**src/rtl/bnn_pkg.sv**
```systemverilog
// Shared constants and buffer state type for the BNN image input path.
package bnn_pkg;

    localparam int unsigned IMG_BITS = 904;  // 900 pixels + 4 pad bits
    localparam int unsigned BYTE_W   = 8;
    localparam int unsigned PAD_BITS = 4;

    typedef enum logic [1:0] {
        EMPTY   = 2'd0,
        FILLING = 2'd1,
        FULL    = 2'd2
    } buf_state_t;

endpackage

```
**src/rtl/img_frame_buffer.sv**
```systemverilog
// Collects a serial MSB-first byte stream into one packed binary image frame and
// holds it stable, with a full flag, until the frame is explicitly cleared.
module img_frame_buffer
    import bnn_pkg::*;
#(
    parameter int unsigned IMG_BITS  = bnn_pkg::IMG_BITS,
    parameter int unsigned BYTE_W    = bnn_pkg::BYTE_W,
    parameter int unsigned PAD_BITS  = bnn_pkg::PAD_BITS,
    localparam int unsigned NUM_BYTES = IMG_BITS / BYTE_W,
    localparam int unsigned CNT_W     = $clog2(NUM_BYTES + 1)
) (
    input  logic                clk,
    input  logic                rst_n,
    input  logic [BYTE_W-1:0]   rx_byte,
    input  logic                rx_valid,
    output logic                rx_ready,
    input  logic                buffer_clear,
    output logic [IMG_BITS-1:0] img_out,
    output logic                img_buffer_full,
    output logic [CNT_W-1:0]    byte_count,
    output logic                overflow
);

    localparam logic [CNT_W-1:0]  LAST_IDX = CNT_W'(NUM_BYTES - 1);
    // Keeps the high bits of the final byte; the low PAD_BITS are frame padding.
    localparam logic [BYTE_W-1:0] PAD_MASK = ~BYTE_W'((2 ** PAD_BITS) - 1);

    buf_state_t          state;
    buf_state_t          state_next;
    logic [CNT_W-1:0]    count;
    logic                ovf;
    logic [IMG_BITS-1:0] frame;
    logic                accept;
    logic                last_byte;
    logic [BYTE_W-1:0]   wr_byte;

    // Clear has priority: a byte offered in the clear cycle is dropped.
    assign accept    = rx_valid && rx_ready && !buffer_clear;
    assign last_byte = (count == LAST_IDX);

    // Next-state decode for the fill sequence.
    always_comb begin
        state_next = state;
        if (buffer_clear) begin
            state_next = EMPTY;
        end else begin
            case (state)
                EMPTY, FILLING: begin
                    if (accept) begin
                        state_next = last_byte ? FULL : FILLING;
                    end
                end
                FULL:    state_next = FULL;
                default: state_next = EMPTY;
            endcase
        end
    end

    // Handshake and full flag derive directly from the registered state, so full
    // rises on the same edge that writes the final byte.
    always_comb begin
        rx_ready        = (state != FULL);
        img_buffer_full = (state == FULL);
    end

    // State, byte counter and sticky overflow flag.
    always_ff @(posedge clk or negedge rst_n) begin
        if (!rst_n) begin
            state <= EMPTY;
            count <= '0;
            ovf   <= 1'b0;
        end else begin
            state <= state_next;
            if (buffer_clear) begin
                count <= '0;
                ovf   <= 1'b0;
            end else begin
                if (accept) begin
                    count <= count + 1'b1;
                end
                if (rx_valid && (state == FULL)) begin
                    ovf <= 1'b1;
                end
            end
        end
    end

    // Pad bits of the final byte are forced low before being stored.
    always_comb begin
        wr_byte = rx_byte;
        if (last_byte) begin
            wr_byte = rx_byte & PAD_MASK;
        end
    end

    // Frame register: byte k lands at the k-th byte lane counted from the MSB.
    always_ff @(posedge clk or negedge rst_n) begin
        if (!rst_n) begin
            frame <= '0;
        end else if (buffer_clear) begin
            frame <= '0;
        end else if (accept) begin
            for (int k = 0; k < int'(NUM_BYTES); k++) begin
                if (count == CNT_W'(k)) begin
                    frame[IMG_BITS-1-BYTE_W*k -: BYTE_W] <= wr_byte;
                end
            end
        end
    end

    assign img_out    = frame;
    assign byte_count = count;
    assign overflow   = ovf;

endmodule
```
**config.mk**
```make
export PLATFORM = sky130hd
export DESIGN_NAME = img_frame_buffer
export DESIGN_NICKNAME = d
export VERILOG_FILES = /design/src/rtl/bnn_pkg.sv /design/src/rtl/img_frame_buffer.sv
export SDC_FILE = /design/constraint.sdc
export NUM_CORES = 1
export LEC_CHECK = 0
export ABC_AREA = 1
export CAP_MARGIN = 20
export CORE_AREA = 2 2 365 367
export DETAILED_ROUTE_END_ITERATION = 12
export DIE_AREA = 0 0 367 369
export SYNTH_ARGS = -nofsm -noshare
export SYNTH_HDL_FRONTEND = slang
export SYNTH_SLANG_ARGS = --single-unit
```
**constraint.sdc**
```tcl
create_clock -name clk -period 1.8 [get_ports clk]
set_input_delay 0.18 -clock clk [delete_from_list [all_inputs] [get_ports clk]]
set_output_delay 0.18 -clock clk [all_outputs]
set_load 0.005 [all_outputs]
```
# After elaboration in Yosys (flattened, before gate mapping)
# Cells that the tools add are included.
# classes
n_addsub	1
eq_ne	116
mux	124
reduce_logical	235
# op_table
op	n
$mux 904	2
$mux 8	113
$eq 7x7->1 const B	49
$reduce_bool 2->1	115
$reduce_and 2->1	113
$eq 7x6->1 const B	32
$eq 7x5->1 const B	16
$eq 7x4->1 const B	8
$eq 7x3->1 const B	4
$eq 7x2->1 const B	2
$mux 7	2
$add 7x1->7 const B	1
$eq 7x1->1 const B	1
$logic_not 7->1	1
$mux 2	3
$mux 4	1
$pmux 2 s2	1
$logic_and 1x1->1	3
$ne 3x3->1 const B	1
$eq 2x1->1 const B	1
$eq 2x2->1 const B	1
$logic_not 2->1	1
$mux 1	2
$ne 2x2->1 const B	1
2 further kinds	2
# word_totals
ff_bits	914
input_bits	12
output_inout_bits	914

# Logic depth before layout (Yosys ltp)
# depth
ltp_word	6
mapped_depth	9
depth_no_buf	9

# Worst setup path after synthesis
# OpenSTA, ideal clock, no wires.
# synth_timing
path_kind	flip-flop to flip-flop
startpoint	register count[0], in the netlist byte_count[0]
endpoint	register frame[241], in the netlist img_out[241]
arrival_time_ps	1630
required_time_ps	1683
setup_slack_ps	53
stages_incl_launch_ff	10
path_buffers	2
synth_period_minus_slack_ps	1747
path_cell_list	dfrtp_1 > inv_1 > ha_1 > nand2_2 > o21ai_4 > nor2_1 > buf_6 > buf_6 > nand2_1 > nand2_1
# synth_via
elab_chain_len	5
elab_cells_between_ends	8
# synth_rtl
item	line	source
from (decl)	img_frame_buffer.sv:30	logic [CNT_W-1:0] count;
from (signal assigned)	img_frame_buffer.sv:79	count <= count + 1'b1;
$eq 7x7->1	img_frame_buffer.sv:39	assign last_byte = (count == LAST_IDX);
$mux 4	img_frame_buffer.sv:91	if (last_byte) begin
$mux 8	img_frame_buffer.sv:104	if (count == CNT_W'(k)) begin
$mux 904	img_frame_buffer.sv:102	end else if (accept) begin
$mux 904	img_frame_buffer.sv:100	end else if (buffer_clear) begin
to (signal, indexed assignment)	img_frame_buffer.sv:105	frame[IMG_BITS-1-BYTE_W*k -: BYTE_W] <= wr_byte;
to (decl)	img_frame_buffer.sv:32	logic [IMG_BITS-1:0] frame;
# Several ways; a longest one is shown, not always the timed one. The select of a mux whose other input is x is not followed.
# A chain may end at the register's enable or synchronous reset.

# Worst setup path in the final report
# layout_timing
startpoint	register count[0], in the netlist byte_count[0]
endpoint	register frame[242], in the netlist img_out[242]
# The elaborated chain is that of the path after synthesis.

==> impl_metrics.csv <==
group,metric,value,unit
status,status,"finished, violations left",
status,violations,"setup timing",
clock_tree,cts_tree,"built",
worst_setup_path,start_kind,"flop",
power,p_per_area,795,nW/um^2
floorplan,core-area,131000,sq um
floorplan,start_util,27.9,%
place,place_inst,6883,
floorplan,ioPinCount,926,
logic_synthesis,synthTopCellsByArea,"dfrtp_1 63%, nand2_1 15%, nand3_1 13%",
clock_tree,clockBufferDepth,3,
floorplan,placementRows,133,
global_routing,grt_pass1_wl,251,mm
worst_setup_path,crit_fanout,17,
detailed_routing,drc,0,
worst_setup_path,r2r_cells,11,
detailed_routing,drt_iter0_drc,3259,
timing,slew_violations,0,
job,drv_cap,0,
detailed_routing,wl_per_cell,24.8,microns
timing,skew,0.0349,ns
worst_setup_path,reg2reg_from,"byte_count[0]$_DFFE_PN0P_",
cells_and_area,fill_cells,12747,
clock_tree,cts_buffers,104,
worst_setup_path,crit_path_end,"img_out[242]$_DFFE_PN0P_",
clock_tree,clock-sinks,914,
cells_and_area,fin_cells,7311,
logic_synthesis,synth_top_area_share,62.5,%
worst_setup_path,cp_data_required_time,2.41,ns
logic_synthesis,ys_types,27,
cells_and_area,multi_input_area,14000,sq um
timing,clock.fmax,520,MHz
global_routing,grt_max_degree,107,
worst_setup_path,rrSetupSlack,-0.12,ns
timing,setup_viol_count_final,262,
detailed_routing,vias_per_cell,4.92,
floorplan,die_area,135000,sq um
worst_setup_path,reg2reg_to,"img_out[242]$_DFFE_PN0P_",
worst_setup_path,crit_top_cell,"buf_12",
floorplan,dieHeight,369,microns
place,place_ws,-0.312,ns
detailed_routing,drt_wl_total,181,mm
worst_setup_path,crit_slowest_cell,"dfrtp_2",
detailed_routing,vias,35999,
clock_tree,clock_latency,0.74,ns
timing,rsz0062_at_grt,"true",
timing,whs,0.200,ns
cells_and_area,nNetsFinal,5483,
clock_tree,clkSlewWorstSetupHoldPaths,0.06,ns
place,globalplace.congestion,0.859,
global_routing,track_usage,25.3,%
worst_setup_path,crit_arrival,2.53,ns
timing,fin_crit,1.92,ns
global_routing,overflow,0,
power,ir_drop,0.000676,V
logic_synthesis,synth_area,36600,sq um
global_routing,antenna_found_initial,8,
floorplan,die_x,367,microns
worst_setup_path,cpLargestDelayFamily,"buffers and inverters",
hold_path,hold_class,"input pin to async pin",
place,io_buffers,925,
cells_and_area,drive_above_1_share,24.7,%
power,leakage,0.0339,uW
logic_synthesis,yosysWarnings,0,
logic_synthesis,syn_inst,4042,
clock_tree,cts_root_buffer,"clkbuf_16",
worst_setup_path,crit_path_end_kind,"flop",
global_routing,grt_pass1_vias,34915,
detailed_routing,firstDrtPassIters,8,
logic_synthesis,syn_nets,4058,
worst_setup_path,crit_type,"flop to flop",
place,dp_hpwl,124,mm
clock_tree,cts.htree.levels,3,
timing,finalCritPeriodShare,107,%
timing,hold_viol,0,
worst_setup_path,cp_num_cells,11,
logic_synthesis,yosysSeqAreaShare,62.5,%
worst_setup_path,crit_buf_inv,5,
cells_and_area,register_area,22900,sq um
logic_synthesis,synth_area_per_cell,9.05,sq um
detailed_routing,antenna_left,0,
cells_and_area,areaGrowthSynthToFinish,62.8,%
timing,setup_ws,-0.121,ns
logic_synthesis,synth_seq_cells,914,
worst_setup_path,crit_start,"byte_count[0]$_DFFE_PN0P_",
timing,slew-limit-headroom,55.6,%
logic_synthesis,synth_top_area_cell,"dfrtp_1",
timing,tightest_slew,0.666,ns
power,total_power,47400,uW
worst_setup_path,path_cells,"inv_4, ha_4, nand2_4, o21ai_4, buf_12, nor2_4, buf_12, buf_12, buf_16, nand2_1, nand2_1",
worst_setup_path,slowest_delay,0.44,ns
-- per-stage QoR --
step | TNS (ns) | util, % | cell area [sq um]
after global routing | -48.62 | 45.4 | 59500
after floorplan | 0 | - | 36600
after global placement | -85.52 | 39.5 | 51800
after detailed placement | -112.82 | 39.5 | 51800
after CTS | -4.34 | 43.6 | 57100
final | -10.08 | 45.4 | 59500
-- cell type report --
cell class                 count  share of cell area, %
clock inverter                47                  0.952
tap                         1755                   3.69
sequential                   914                   38.4
multi-input combinational   2719                   23.5
timing repair buffer        1599                   27.4
antenna                        4                 0.0168
clock buffer                 144                   5.03
inverter                     129                   1.04
-- cell usage in the layout, fill, tap and decap left out, types with 5 or more instances in the layout --
| cell type | netlist | final |
|---|---|---|
| nor2_4 | 1 | 26 |
| nand2_2 | 18 | 213 |
| buf_8 | 0 | 16 |
| dfrtp_2 | 0 | 12 |
| clkinv_4 | 0 | 5 |
| clkinv_2 | 0 | 25 |
| nand2_1 | 1431 | 1135 |
| nand3_1 | 920 | 867 |
| clkbuf_8 | 0 | 24 |
| buf_16 | 0 | 21 |
| nand2_4 | 1 | 85 |
| nand3_4 | 0 | 15 |
| buf_12 | 0 | 152 |
| dlygate4sd2_1 | 0 | 871 |
| buf_2 | 102 | 7 |
| nand2_8 | 0 | 18 |
| inv_2 | 16 | 39 |
| clkbuf_1 | 116 | 16 |
| o21ai_1 | 7 | 26 |
| buf_6 | 10 | 79 |
| dfrtp_1 | 914 | 902 |
| inv_4 | 0 | 11 |
| nor2_1 | 33 | 21 |
| o21ai_0 | 265 | 236 |
| buf_4 | 9 | 383 |
| clkdlybuf4s50_1 | 0 | 43 |
| inv_1 | 112 | 54 |
| clkbuf_16 | 0 | 124 |
| bufinv_16 | 0 | 8 |
| nor2_2 | 21 | 8 |
| nand3_2 | 9 | 47 |
| inv_6 | 0 | 5 |
| clkinvlp_4 | 0 | 19 |
| o21ai_2 | 0 | 10 |
-- sequential cells by signal, summed over array words and instances, names as in the netlist --
| name | flops |
|---|---|
| byte_count | 7 |
| overflow | 1 |
| img_out | 904 |
| state | 2 |
-- tightest hold or removal path: cells and delay by family --
kind | cells | cell delay [ns]
buffers and inverters | 3 | 1.05
-- layer usage --
| metal | GRT usage, % | routed length, microns | up-vias |
|---|---|---|---|
| li1 | - | - | 16102 |
| met2 | 41.1 | 85800 | 1599 |
| met5 | 0 | 13 | - |
| met4 | 11.7 | 9100 | 2 |
| met3 | 6.06 | 13700 | 372 |
| met1 | 31.7 | 72900 | 17924 |
-- cell usage after synthesis --
cell type  count
nand2_1     1431
nand3_1      920
dfrtp_1      914
o21ai_0      265
clkbuf_1     116
inv_1        112
buf_2        102
buf_1         43
nor2_1        33
nor2_2        21
nand2_2       18
inv_2         16
buf_6         10
buf_4          9
nand3_2        9
o21ai_1        7
ha_1           4
nor3_1         3
a21oi_1        1
a21oi_2        1
clkbuf_2       1
clkinv_1       1
nand2_4        1
nand4_1        1
nor2_4         1
o21a_1         1
o21ai_4        1
-- how the worst min path moves through the flow --
| stage | startpoint | endpoint | slack [ns] |
|---|---|---|---|
| detailed placement | rst_n | img_out[626]$_DFFE_PN0P_ | 0.08 |
| floorplan | rst_n | byte_count[0]$_DFFE_PN0P_ | -0.12 |
| global placement | rst_n | img_out[626]$_DFFE_PN0P_ | 0.07 |
| global route | rst_n | img_out[696]$_DFFE_PN0P_ | 0.19 |
| finish | rst_n | img_out[696]$_DFFE_PN0P_ | 0.20 |
| CTS | rst_n | img_out[766]$_DFFE_PN0P_ | 0.15 |
-- where the power goes --
part	internal (uW)	total (uW)	switching (uW)
clock network	12800	22200	9310
registers	20900	21100	229
logic	1580	4100	2520
-- cells by family after synthesis --
group                      Yosys count  share of synthesized area [%]
buffers and inverters              410                           4.86
AOI/OAI and AO/OA                  276                           3.82
adders and majority gates            4                          0.137
DFF                                914                           62.5
and+or+nand+nor                   2438                           28.6
-- timing repair --
action / in CTS / in global routing
gates cloned: 22 / 24
setup endpoints to repair: 1700 / 862
setup buffers: 161 / 40
hold buffers: 2 / 0
pin swaps: 20 / 62
endpoints found under the hold margin: 868 / 0
resized for setup: 1256 / 473
Note: power is estimated with default switching activity, not from simulation.
